--- src/rtl/unified_mem_arbiter.sv ---
// Arbitrates one single-port memory between instruction fetch (I) and load/store (D) requesters.
// One outstanding access at a time: grant in IDLE, fixed-latency response out of WAIT.
module unified_mem_arbiter #(
  parameter int unsigned AW              = 12,
  parameter int unsigned MEM_LATENCY     = 1,
  parameter int unsigned RR_MODE         = 0,
  parameter int unsigned MAX_DATA_STREAK = 4
) (
  input  logic          clk,
  input  logic          reset,
  input  logic          i_req,
  input  logic [AW-1:0] i_addr,
  output logic          i_gnt,
  output logic          i_rvalid,
  output logic [31:0]   i_rdata,
  input  logic          d_req,
  input  logic          d_we,
  input  logic [AW-1:0] d_addr,
  input  logic [31:0]   d_wdata,
  input  logic [3:0]    d_wstrb,
  output logic          d_gnt,
  output logic          d_rvalid,
  output logic [31:0]   d_rdata,
  output logic          m_en,
  output logic [3:0]    m_we,
  output logic [AW-1:0] m_addr,
  output logic [31:0]   m_wdata,
  input  logic [31:0]   m_rdata,
  output logic          busy,
  output logic          owner
);

  localparam logic [0:0] StIdle = 1'b0;
  localparam logic [0:0] StWait = 1'b1;

  localparam int unsigned SW = (MAX_DATA_STREAK > 0) ? $clog2(MAX_DATA_STREAK + 1) : 1;
  localparam logic [1:0]    LatInit   = 2'(MEM_LATENCY - 1);
  localparam logic [SW-1:0] StreakMax = SW'(MAX_DATA_STREAK);

  logic [0:0]    state_q, state_d;
  logic [1:0]    cnt_q, cnt_d;
  logic [SW-1:0] streak_q, streak_d;
  logic          last_owner_q, last_owner_d;
  logic          owner_q, owner_d;
  logic          store_q, store_d;
  logic [31:0]   i_rdata_q, i_rdata_d;
  logic [31:0]   d_rdata_q, d_rdata_d;

  logic          sel_data;
  logic          grant_any;
  logic          done;
  logic [31:0]   d_resp;

  // Winner selection; only meaningful when at least one request is present.
  always_comb begin
    if (!i_req) begin
      sel_data = 1'b1;
    end else if (!d_req) begin
      sel_data = 1'b0;
    end else if (RR_MODE != 0) begin
      sel_data = ~last_owner_q;
    end else begin
      sel_data = (streak_q != StreakMax);
    end
  end

  // Reset (active low) masks grants and responses combinationally so an abort is clean.
  assign grant_any = reset && (state_q == StIdle) && (i_req || d_req);
  assign done      = reset && (state_q == StWait) && (cnt_q == 2'd0);
  assign d_resp    = store_q ? 32'd0 : m_rdata;

  always_comb begin
    state_d      = state_q;
    cnt_d        = cnt_q;
    streak_d     = streak_q;
    last_owner_d = last_owner_q;
    owner_d      = owner_q;
    store_d      = store_q;
    i_rdata_d    = i_rdata_q;
    d_rdata_d    = d_rdata_q;
    if (grant_any) begin
      state_d      = StWait;
      cnt_d        = LatInit;
      owner_d      = sel_data;
      last_owner_d = sel_data;
      store_d      = sel_data && d_we;
      // The streak only counts D wins that actually made I wait.
      if (sel_data && i_req) begin
        streak_d = streak_q + 1'b1;
      end else begin
        streak_d = '0;
      end
    end else if (state_q == StWait) begin
      if (cnt_q == 2'd0) begin
        state_d = StIdle;
        if (owner_q) begin
          d_rdata_d = d_resp;
        end else begin
          i_rdata_d = m_rdata;
        end
      end else begin
        cnt_d = cnt_q - 1'b1;
      end
    end
  end

  always_ff @(posedge clk) begin
    if (!reset) begin
      state_q      <= StIdle;
      cnt_q        <= '0;
      streak_q     <= '0;
      last_owner_q <= 1'b1;
      owner_q      <= 1'b0;
      store_q      <= 1'b0;
      i_rdata_q    <= '0;
      d_rdata_q    <= '0;
    end else begin
      state_q      <= state_d;
      cnt_q        <= cnt_d;
      streak_q     <= streak_d;
      last_owner_q <= last_owner_d;
      owner_q      <= owner_d;
      store_q      <= store_d;
      i_rdata_q    <= i_rdata_d;
      d_rdata_q    <= d_rdata_d;
    end
  end

  assign i_gnt    = grant_any && !sel_data;
  assign d_gnt    = grant_any && sel_data;
  assign m_en     = grant_any;
  assign m_addr   = !grant_any ? '0 : (sel_data ? d_addr : i_addr);
  assign m_we     = (d_gnt && d_we) ? d_wstrb : 4'b0000;
  assign m_wdata  = (d_gnt && d_we) ? d_wdata : 32'd0;
  assign i_rvalid = done && !owner_q;
  assign d_rvalid = done && owner_q;
  // Response data is visible in the rvalid cycle and held afterwards.
  assign i_rdata  = i_rvalid ? m_rdata : i_rdata_q;
  assign d_rdata  = d_rvalid ? d_resp : d_rdata_q;
  assign busy     = (state_q == StWait);
  assign owner    = owner_q;

endmodule
--- config.mk ---
export PLATFORM = sky130hd
export DESIGN_NAME = unified_mem_arbiter
export DESIGN_NICKNAME = d
export VERILOG_FILES = /design/src/rtl/unified_mem_arbiter.sv
export SDC_FILE = /design/constraint.sdc
export NUM_CORES = 1
export LEC_CHECK = 0
export ABC_AREA = 1
export CAP_MARGIN = 20
export CORE_ASPECT_RATIO = 0.75
export CORE_MARGIN = 10
export CORE_UTILIZATION = 40
export CTS_CLUSTER_DIAMETER = 120
export DETAILED_ROUTE_END_ITERATION = 10
export GPL_TIMING_DRIVEN = 0
export PLACE_DENSITY = 0.81
export RECOVER_POWER = 50
export SETUP_SLACK_MARGIN = 0.05
export SYNTH_ARGS = -nofsm -noshare
export SYNTH_HDL_FRONTEND = slang
export SYNTH_SLANG_ARGS = --single-unit
--- constraint.sdc ---
create_clock -name clk -period 1.9 [get_ports clk]
set_input_delay 0.285 -clock clk [delete_from_list [all_inputs] [get_ports clk]]
set_output_delay 0.285 -clock clk [all_outputs]
set_load 0.01 [all_outputs]
Word level (Yosys, flattened, before mapping):

Cells that the tools add are included.

* flip-flop bits (word level): 72
* word-level logic and storage cells: 47
* input port bits: 97
* output and inout port bits: 119

* reduce and logical (&&, ||, !) cells: 19
* muxes and demuxes: 13
* add/sub/neg operators: 2
* eq/ne operators: 1
* bitwise gates (word level): 5

Operators by type and width (number)
* $mux W32: 4
* $mux W12: 2
* $logic_and A1 B1 Y1: 11
* $reduce_and A4 Y1: 2
* $mux W1: 5
* $not A1 Y1: 5
* $mux W4: 1
* $add A3 B1 Y3 const B: 1
* $mux W3: 1
* $ne A3 B3 Y1 const B: 1
* $logic_not A1 Y1: 2
* $logic_not A2 Y1: 1
* $reduce_and A2 Y1: 1
* $reduce_or A2 Y1: 1
* $sub A2 B1 Y2 const B: 1
* $logic_or A1 B1 Y1: 1

Longest topological paths before layout:

* depth after elaboration: 6
* gate-level depth with buffers: 10
* depth with buffers taken out: 9

Worst setup path before layout:

No wires, ideal clock.

* kind: reg2out
* from: reg cnt_q[0]
* to: out i_rdata[4]
* data required time: 1615 ps
* data arrival time: 1372 ps
* buffers on the path: 2
* path slack: 243 ps
* stages on the path, launching flop included: 9
* cell sequence: dfxtp_1 -> inv_1 -> ha_1 -> nand2_1 -> inv_2 -> nand3_1 -> buf_2 -> clkbuf_1 -> o21ai_0

* word-level cells in the longest chain between the ends: 4

RTL lines
* start: declaration: line 41 `logic [1:0] cnt_q, cnt_d;`
* start signal: assignment: line 119 `cnt_q <= cnt_d;`
* $logic_not A2 Y1: line 69 `assign done = reset && (state_q == StWait) && (cnt_q == 2'd0);`
* $logic_and A1 B1 Y1: line 69
* $logic_and A1 B1 Y1: line 135 `assign i_rvalid = done && !owner_q;`
* $mux W32: line 138 `assign i_rdata = i_rvalid ? m_rdata : i_rdata_q;`
* end: declaration: line 15 `output logic [31:0] i_rdata,`

No other way between the ends.

Worst setup path after layout:

* from: reg cnt_q[1]
* to: out i_rdata[8]

The elaborated chain is that of the path after synthesis.

==> impl_metrics.tcl <==
set metrics [dict create \
    outcome "complete, but fails checks" \
    violations "setup timing" \
    cp_max_fo 9 \
    hpwl_um 12300 \
    die_w_um 138 \
    routed_wl_um 21500 \
    cts_tree "built" \
    critPathLaunch "cnt_q[1]" \
    layout_commonest_cell "inv_1" \
    final-setup-viol-count 139 \
    clockBufferDepth 2 \
    area_delta_synth_final_pct 96.7 \
    synthSimpleGateAreaFrac_pct 31.5 \
    cp_common_cell "buf_12" \
    grt_first_pass_wirelength_um 28400 \
    grt_usage_pct 23.2 \
    drv_slew 0 \
    slew_headroom_pct 63.7 \
    grt_overflow 0 \
    start_kind "flip-flop" \
    worstReg2RegEnd "i_rdata_q[10]" \
    skew_ps 7.72 \
    ys_seq_area_share_pct 34.5 \
    drive_gt1_share_pct 38.4 \
    clkTransAtPathRegs_ps 60 \
    grt_max_degree 13 \
    vias 5742 \
    wire_per_inst_um 19.0 \
    finalHoldViolCount 0 \
    power_leakage_nw 4.11 \
    antenna_found_initial 0 \
    worstPathArrival_ps 1960 \
    synth_cell_types 22 \
    cp.required_ps 1620 \
    numCtsBuffers 9 \
    fin_crit_sh_pct 118 \
    drtAntennaViolNets 0 \
    die_h_um 109 \
    drc 0 \
    synth_compound_area_share_pct 12.3 \
    vias_per_cell 5.09 \
    synthesis.nets 795 \
    synth_top_family_by_area "simple AND/OR/NAND/NOR gates" \
    dp_slack_ps -930 \
    path_class "reg2out" \
    synthAdderAreaFrac_pct 0.898 \
    worst_ir_drop_vdd_uv 480 \
    rows 32 \
    htree_levels 3 \
    ys_warn_count 0 \
    worst_pin_slew_ps 545 \
    synth_xor_area_share_pct 0.210 \
    endpoint "i_rdata[8]" \
    p_per_area_mw_per_mm2 616 \
    endpoint_kind "primary output" \
    nNetsFinal 1086 \
    cp_num_buf_inv 7 \
    ios 216 \
    cts.sinks 72 \
    postSynthCellCount 695 \
    synth_mux_area_share_pct 0 \
    syn_avg_cell_area_um2 6.01 \
    timing.rr.start "cnt_q[1]" \
    port-buffer-count 215 \
    rr_worst_depth 10 \
    timing.final.crit_period_ps 2240 \
    maxCapViolCount 0 \
    fin_setup_tns_ps -25360 \
    gp_congestion 0.836 \
    critical-path-top-delay-family "buffers and inverters" \
    hold_class "reg2reg" \
    regToRegSetupSlack_ps -110 \
    initial_utilization_pct 40.8 \
    syn_area_mm2 0.00418 \
    cp.depth 12 \
    clk_latency_ps 350 \
    crit_chain "inv_2 > ha_4 > nand2_4 > inv_6 > buf_12 > nand3_4 > buf_12 > buf_12 > clkbuf_16 > nand2_2 > o21ai_1 > buf_2" \
    fp.dieArea_mm2 0.0150 \
    grt_pass1_vias 5501 \
    clockRootBuffer "clkbuf_16" \
    slowest_stage "dfxtp_2" \
    first_iter_violations 544 \
    core_mm2 0.0102 \
    setup_slack_ps -340 \
    fill_cells 632 \
    min_from "d_rdata_q[8]" \
    cp_slowest_stage_delay_ps 330 \
    layout_common_cells "inv_1 (170), nand2_1 (115), clkdlybuf4s50_1 (95), buf_6 (82), buf_2 (69)" \
    cts-hold-fix-buffers 0 \
    synth_seq_cells 72 \
    rsz0062_at_grt "true" \
    maxClockFrequency_mhz 446 \
    dr.pass1.iters 5 \
]
[timing repair]
action / 4_1_cts / 5_1_grt
buffers inserted: 48 / 17
resized for setup: 728 / 189
setup endpoints to repair: 117 / 155
pin swaps: 7 / 16
cloned: 10 / 5
[synth_stat cells (all sizes together)]
library cell	n	area share, %
nand4	32	4.8
nand2	184	17
a21oi	2	0.24
inv	179	16
nand3	7	0.84
o21ai	101	12
buf	20	2.9
clkbuf	17	1.5
nor2	75	8.7
ha	3	0.90
xor2	1	0.21
dfxtp	72	35
or2	2	0.30
[logic make-up (layout without fill, tap and decap cells)]
logic type	Yosys count	in the layout
adders and majority gates	3	3
AOI/OAI and AO/OA	103	103
buffers and inverters	216	511
DFF	72	72
other	0	1
xor gates and xnor gates	1	1
and+or+nand+nor	300	301
[stage by stage]
stage | util, % | power (mW) | area (µm²) | hold slack (ps) | std cells
after floorplan | - | 2.17 | 4180 | 411 | 695
after global placement | 63.4 | 2.79 | 6500 | 446 | 1046
after detailed placement | 63.4 | 2.80 | 6500 | 457 | 1046
after CTS | 73.7 | 4.81 | 7550 | 465 | 1119
after global routing | 80.2 | 5.25 | 8220 | 469 | 1127
final | 80.2 | 5.06 | 8220 | 476 | 1128
[registers in the layout, summed over array words and instances (netlist names)]
name / cells
busy: 1
cnt_q: 2
d_rdata_q: 32
i_rdata_q: 32
owner: 1
store_q: 1
streak_q: 3
[worst min path at each step]
stage	to	slack (ps)	depth (start not counted)
floorplan	d_rdata_q[0]	410	2
global placement	d_rdata_q[13]	450	2
detailed placement	d_rdata_q[13]	460	2
CTS	owner	460	3
global route	owner	470	3
finish	d_rdata_q[8]	480	2
[layout make-up]
type | instances | area, µm² | area share [%]
Multi-Input combinational cell | 408 | 2580 | 31.4
Sequential cell | 72 | 1450 | 17.6
Antenna cell | 1 | 2.50 | 0.0305
Tap cell | 136 | 170 | 2.07
Clock buffer | 10 | 239 | 2.91
Buffer | 33 | 310 | 3.78
Timing Repair Buffer | 283 | 2690 | 32.7
Clock inverter | 6 | 82.6 | 1.00
Inverter | 179 | 697 | 8.48
[report_power, final]
group / switching [mW] / internal [mW]
Combinational: 0.812 / 0.737
Sequential: 0.0633 / 1.59
Clock: 0.680 / 1.18
[tightest hold or removal path: cells and delay by family, from the launching register on]
family                 cells  cell delay [ps]
AO/OA/AOI/OAI              1               70
buffers and inverters      1               60
flip-flops                 1              290
[routing by layer]
| metal | part of all wire, % | wire (µm) | track usage [%] | vias up |
|---|---|---|---|---|
| li1 | - | - | - | 2662 |
| met1 | 39 | 8320 | 27.6 | 2686 |
| met5 | 0 | 0 | 0 | - |
| met3 | 8.1 | 1740 | 7.01 | 72 |
| met4 | 3.0 | 647 | 7.21 | 0 |
| met2 | 50 | 10800 | 39.8 | 322 |
Note: power is estimated with default switching activity, not from simulation.
